--- config.mk ---
export PLATFORM = sky130hd
export DESIGN_NAME = alu_mc
export DESIGN_NICKNAME = d
export VERILOG_FILES = /design/src/rtl/alu_mc.sv
export SDC_FILE = /design/constraint.sdc
export NUM_CORES = 1
export LEC_CHECK = 0
export CORE_AREA = 3 3 181 183
export DETAILED_ROUTE_END_ITERATION = 10
export DIE_AREA = 0 0 184 186
export HOLD_SLACK_MARGIN = 0.1
export PLACE_DENSITY = 0.71
export SLEW_MARGIN = 20
export SYNTH_ARGS = -nofsm -noshare
export SYNTH_HDL_FRONTEND = slang
export SYNTH_SLANG_ARGS = --single-unit
export TNS_END_PERCENT = 30
--- constraint.sdc ---
create_clock -name CLK -period 11.3 [get_ports CLK]
set_clock_uncertainty 0.15 [all_clocks]
set_input_delay 3.39 -clock CLK [delete_from_list [all_inputs] [get_ports CLK]]
set_output_delay 3.39 -clock CLK [all_outputs]
set_load 0.02 [all_outputs]
--- src/rtl/alu_mc.sv ---
// alu_mc: valid/ready ALU; one-cycle logic/arith/shift/compare, iterative MULU/MULHU and DIVU/REMU.
// Divider present only when ALU_MC_DIV_EN is defined; otherwise ops 12-13 report Illegal.
`default_nettype none
module alu_mc #(
  parameter int WIDTH = 32
) (
  input  logic             CLK,
  input  logic             RST,
  input  logic             in_valid,
  output logic             in_ready,
  input  logic [WIDTH-1:0] Port_A,
  input  logic [WIDTH-1:0] Port_B,
  input  logic [3:0]       ALUOP,
  output logic             out_valid,
  input  logic             out_ready,
  output logic [WIDTH-1:0] Output_Port,
  output logic             Zero,
  output logic             Negative,
  output logic             Overflow,
  output logic             Illegal
);
  localparam int SW = $clog2(WIDTH);
  localparam int CW = SW + 1;

  typedef enum logic [1:0] {S_IDLE = 2'd0, S_MUL = 2'd1, S_DIV = 2'd2} state_t;

  state_t           state_q, state_d;
  logic [CW-1:0]    cnt_q, cnt_d;
  logic [WIDTH-1:0] b_q, b_d, hi_q, hi_d, lo_q, lo_d;
  logic             sel_q, sel_d;
  logic             vld_q, vld_d;
  logic [WIDTH-1:0] res_q, res_d;
  logic             z_q, z_d, n_q, n_d, o_q, o_d, il_q, il_d;

  logic             accept, is_mul, is_div;
  logic [WIDTH-1:0] add_w, sub_w, alu_res, ld_res;
  logic             alu_ovf, alu_ill, ld, ld_ovf, ld_ill;
  logic [WIDTH:0]   mul_sum;

  assign in_ready = !RST && (state_q == S_IDLE) && (!vld_q || out_ready);
  assign accept   = in_valid && in_ready;
  assign is_mul   = (ALUOP[3:1] == 3'b101);
`ifdef ALU_MC_DIV_EN
  assign is_div   = (ALUOP[3:1] == 3'b110);
`else
  assign is_div   = 1'b0;
`endif

  assign add_w   = Port_A + Port_B;
  assign sub_w   = Port_A - Port_B;
  // Shift-add step: conditionally add multiplicand, then shift {carry,hi,lo} right.
  assign mul_sum = {1'b0, hi_q} + {1'b0, (lo_q[0] ? b_q : {WIDTH{1'b0}})};

`ifdef ALU_MC_DIV_EN
  logic [WIDTH:0]   div_sh;
  logic [WIDTH-1:0] div_sub;
  logic             div_ge;
  assign div_sh  = {hi_q, lo_q[WIDTH-1]};
  assign div_ge  = (div_sh >= {1'b0, b_q});
  assign div_sub = div_sh[WIDTH-1:0] - b_q;
`endif

  always_comb begin
    alu_res = '0;
    alu_ovf = 1'b0;
    alu_ill = 1'b0;
    case (ALUOP)
      4'd0: alu_res = Port_A << Port_B[SW-1:0];
      4'd1: alu_res = Port_A >> Port_B[SW-1:0];
      4'd2: begin
        alu_res = add_w;
        alu_ovf = (Port_A[WIDTH-1] == Port_B[WIDTH-1]) && (add_w[WIDTH-1] != Port_A[WIDTH-1]);
      end
      4'd3: begin
        alu_res = sub_w;
        alu_ovf = (Port_A[WIDTH-1] != Port_B[WIDTH-1]) && (sub_w[WIDTH-1] != Port_A[WIDTH-1]);
      end
      4'd4: alu_res = Port_A & Port_B;
      4'd5: alu_res = Port_A | Port_B;
      4'd6: alu_res = Port_A ^ Port_B;
      4'd7: alu_res = ~(Port_A | Port_B);
      4'd8: alu_res = {{(WIDTH-1){1'b0}}, ($signed(Port_A) < $signed(Port_B))};
      4'd9: alu_res = {{(WIDTH-1){1'b0}}, (Port_A < Port_B)};
      default: alu_ill = 1'b1;
    endcase
  end

  always_comb begin
    state_d = state_q;
    cnt_d   = cnt_q;
    b_d     = b_q;
    hi_d    = hi_q;
    lo_d    = lo_q;
    sel_d   = sel_q;
    vld_d   = vld_q;
    res_d   = res_q;
    z_d     = z_q;
    n_d     = n_q;
    o_d     = o_q;
    il_d    = il_q;
    ld      = 1'b0;
    ld_res  = '0;
    ld_ovf  = 1'b0;
    ld_ill  = 1'b0;
    if (vld_q && out_ready) vld_d = 1'b0;
    case (state_q)
      S_IDLE: begin
        if (accept) begin
          if (is_mul || is_div) begin
            // Both iterate on {hi,lo} with lo preloaded from A; sel picks high half / remainder.
            state_d = is_div ? S_DIV : S_MUL;
            cnt_d   = CW'(WIDTH);
            b_d     = Port_B;
            hi_d    = '0;
            lo_d    = Port_A;
            sel_d   = ALUOP[0];
          end else begin
            ld     = 1'b1;
            ld_res = alu_res;
            ld_ovf = alu_ovf;
            ld_ill = alu_ill;
          end
        end
      end
      S_MUL: begin
        if (cnt_q != '0) begin
          hi_d  = mul_sum[WIDTH:1];
          lo_d  = {mul_sum[0], lo_q[WIDTH-1:1]};
          cnt_d = cnt_q - CW'(1);
        end else begin
          ld      = 1'b1;
          ld_res  = sel_q ? hi_q : lo_q;
          ld_ovf  = !sel_q && (hi_q != '0);
          state_d = S_IDLE;
        end
      end
`ifdef ALU_MC_DIV_EN
      S_DIV: begin
        if (cnt_q != '0) begin
          hi_d  = div_ge ? div_sub : div_sh[WIDTH-1:0];
          lo_d  = {lo_q[WIDTH-2:0], div_ge};
          cnt_d = cnt_q - CW'(1);
        end else begin
          // Zero divisor naturally yields quotient all-ones and remainder A.
          ld      = 1'b1;
          ld_res  = sel_q ? hi_q : lo_q;
          ld_ovf  = (b_q == '0);
          state_d = S_IDLE;
        end
      end
`endif
      default: state_d = S_IDLE;
    endcase
    if (ld) begin
      vld_d = 1'b1;
      res_d = ld_res;
      z_d   = (ld_res == '0);
      n_d   = ld_res[WIDTH-1];
      o_d   = ld_ovf;
      il_d  = ld_ill;
    end
  end

  always_ff @(posedge CLK or posedge RST) begin
    if (RST) begin
      state_q <= S_IDLE;
      cnt_q   <= '0;
      b_q     <= '0;
      hi_q    <= '0;
      lo_q    <= '0;
      sel_q   <= 1'b0;
      vld_q   <= 1'b0;
      res_q   <= '0;
      z_q     <= 1'b0;
      n_q     <= 1'b0;
      o_q     <= 1'b0;
      il_q    <= 1'b0;
    end else begin
      state_q <= state_d;
      cnt_q   <= cnt_d;
      b_q     <= b_d;
      hi_q    <= hi_d;
      lo_q    <= lo_d;
      sel_q   <= sel_d;
      vld_q   <= vld_d;
      res_q   <= res_d;
      z_q     <= z_d;
      n_q     <= n_d;
      o_q     <= o_d;
      il_q    <= il_d;
    end
  end

  assign out_valid   = vld_q;
  assign Output_Port = res_q;
  assign Zero        = z_q;
  assign Negative    = n_q;
  assign Overflow    = o_q;
  assign Illegal     = il_q;
endmodule
`default_nettype wire

==> metrics.cfg <==
[run_status]
status = completed

[logic_synthesis]
synth_top_area_cell = dfrtp_1
synth_area_mm2 = 0.0172
yosysMostFrequentCell = nor2_1
syn_area_per_cell_um2 = 8.07
ys_seq_area_frac = 0.204
ys.flop_type = dfrtp_1
synth_cell_types = 90
ys_seq_elements = 140
post_synth_xor_area_fraction = 0.0412
postSynth.asyncResetShare = 1.00
syn-num-nets = 2339
synth_top_family_by_area = compound AO/OA/AOI/OAI gates
synth_top_area_frac = 0.204
synthAdderAreaFrac = 0.0988
synth_top_cells_by_count = 222 x nor2_1, 205 x nand2_1, 168 x o21ai_0, 143 x a21oi_1, 140 x dfrtp_1
ys_top_cells_by_area = dfrtp_1 20%, ha_1 9.5%, mux4_2 7.5%, mux2i_1 4.9%, o21ai_0 4.9%
yosys_warnings = 0
synth_edf_count = 0
yosys.area_share.simple = 0.178
synthCells = 2133
yosys-mux-area-fraction = 0.150
synth_compound_gate_area_share = 0.263

[job]
drv_cap = 0

[clock_tree]
cts_buffer_depth = 2
cts_setup_buffers = 0
cts_hold_buf = 0
htreeDepth = 4
root_buffer = clkbuf_16
insertion_delay_ns = 0.44
clk_pin_slew_worst_paths_ns = 0.07
cts-resized-gates = 0
clock-sinks = 140
cts_buffers = 17
cts_tree = yes

[hold_path]
min-delay-start = b_q[11]
worst_hold_path_type = flip-flop to flip-flop

[critical_path]
cp-startpoint = Port_B[2]
cp-end-kind = flip-flop
critPathMaxStageDelay_ns = 0.74
r2r_slack_ns = 6.00
r2r_start = lo_q[0]
cp-start-kind = primary input
worstPathArrival_ns = 8.83
cp-endpoint = Zero
reg2reg_depth = 15
crit_slowest_cell = buf_2
worstPathMaxFanout = 45
timing.rr.end = hi_q[31]
required_ns = 11.49
path_cells = buf_2 > inv_2 > ha_1 > inv_1 > o221ai_1 > o21ai_1 > nor3_1 > o21a_1 > a211oi_1 > o22ai_1 > a2111oi_1 > a21oi_1 > a2111oi_2 > nand4b_1 > o41ai_2
critical_path_class = primary input to flip-flop

[grt]
grtUsageTotal = 0.430
grt_antenna_before_repair = 1
grt_pass1_wl_mm = 111
grt_overflow = 0
grt_max_degree = 87
first_global_vias = 17100

[finish]
final-seq-area_mm2 = 0.00350
drive_gt1_frac = 0.0876
area_growth_pct = 10.3
stdcell_count = 2550
fillers = 2736
multi_input_comb_area_mm2 = 0.0126
nets = 2340

[power_and_ir_drop]
p_leak_nw = 8.33
power_density_mw_per_mm2 = 153
ir_worst_vdd_mv = 0.0976

[floorplanning]
dieWidth_um = 184
fp-row-count = 65
initial_core_util = 0.548
die_h_um = 186
coreArea_mm2 = 0.0314
io_pins = 110
dieArea_mm2 = 0.0342

[timing]
fin_crit_ns = 8.64
fin_crit_sh = 0.765
relSlewSlack = 0.283
setup_viol = 0
drv_slew = 0
timing.final.hold_violations = 0
fmax_ghz = 0.116
setup-tns-final_ns = 0
tightest_slew_ns = 1.06
rsz0062_at_grt = no

[routing]
vias = 18400
wl_per_cell_um = 29.5
drt_first_iter_violations = 2554
ant_nets = 0
drc = 0
vias_per_cell = 7.21
drt-total-wl_mm = 75.2
dr.pass1.iters = 7

[placement]
gp_congestion = 1.06
io_buffers = 109
dpl.cell_count = 2517
dp_hpwl_mm = 56.9

## kinds of logic after synthesis
logic type / count (synthesis)
buf+inv: 266
xor+xnor: 81
fa+ha+maj: 134
mux: 171
compound gates: 676
flops: 140
simple gates: 665
## state kept, by name, summed over array words and instances, names as in the netlist
name / flops
Illegal: 1
Output_Port: 32
Overflow: 1
Zero: 1
b_q: 32
cnt_q: 6
hi_q: 32
lo_q: 32
out_valid: 1
sel_q: 1
state_q: 1
## cells in the final DEF, fill, tap and decap left out, drive strengths merged, types with 26 or more instances in the layout
cell type and n:
a211oi 39, a21o 48, a21oi 143, a221o 41
and2 48, buf 36, clkdlybuf4s50 103, dfrtp 140
ha 131, inv 108, mux2i 85, mux4 65
nand2 205, nand3 28, nor2 222, nor3 31
nor4 28, o21ai 175, o22ai 26, xnor2 57
## critical path, delay by kind of cell
family / cells / cell delay (ns)
AND/OR/NAND/NOR: 2 / 0.32
AO/OA/AOI/OAI: 9 / 3.15
buffers and inverters: 3 / 1.42
adder cells (fa/ha/maj): 1 / 0.52
## worst min-delay path by stage
stage	slack (ns)	cells after the start	end
6_report	0.32	2	b_q[11]
5_1_grt	0.34	2	Output_Port[2]
4_1_cts	0.33	2	b_q[11]
3_5_place_dp	0.31	2	b_q[9]
3_3_place_gp	0.30	2	b_q[1]
2_1_floorplan	0.29	2	b_q[0]
## final cells by class
class | instances | share of cell area
Antenna cell | 1 | 0.000132
Clock buffer | 19 | 0.0239
Clock inverter | 13 | 0.00996
Inverter | 109 | 0.0218
Multi-Input combinational cell | 1727 | 0.665
Sequential cell | 140 | 0.185
Tap cell | 402 | 0.0265
Timing Repair Buffer | 139 | 0.0682
## power by group
| part | internal (mW) | switching (mW) |
|---|---|---|
| logic | 0.561 | 0.844 |
| clock network | 0.383 | 0.240 |
| registers | 0.692 | 0.193 |
| total | 1.64 | 1.28 |
## per-layer routing
layer  vias to the layer above  GRT usage  routed length [um]
li1                       7865          -                   -
met2                      1328      0.644               32100
met1                      8991      0.596               30100
met3                       207      0.120                9910
met4                         2      0.155                2990
met5                         -          0                  13
## per-stage QoR
step | hold slack [ns] | util | setup slack [ns] | total power [mW] | cell area (um2)
finish | 0.325 | 0.604 | 2.66 | 2.91 | 19000
detailed placement | 0.312 | 0.584 | 2.39 | 2.23 | 18300
global route | 0.345 | 0.604 | 2.38 | 3.04 | 19000
CTS | 0.328 | 0.604 | 2.84 | 2.86 | 19000
global placement | 0.303 | 0.584 | 2.57 | 2.19 | 18300
floorplan | 0.292 | - | 3.71 | 1.73 | 17200
No activity file was read; power rests on OpenSTA's default activity.
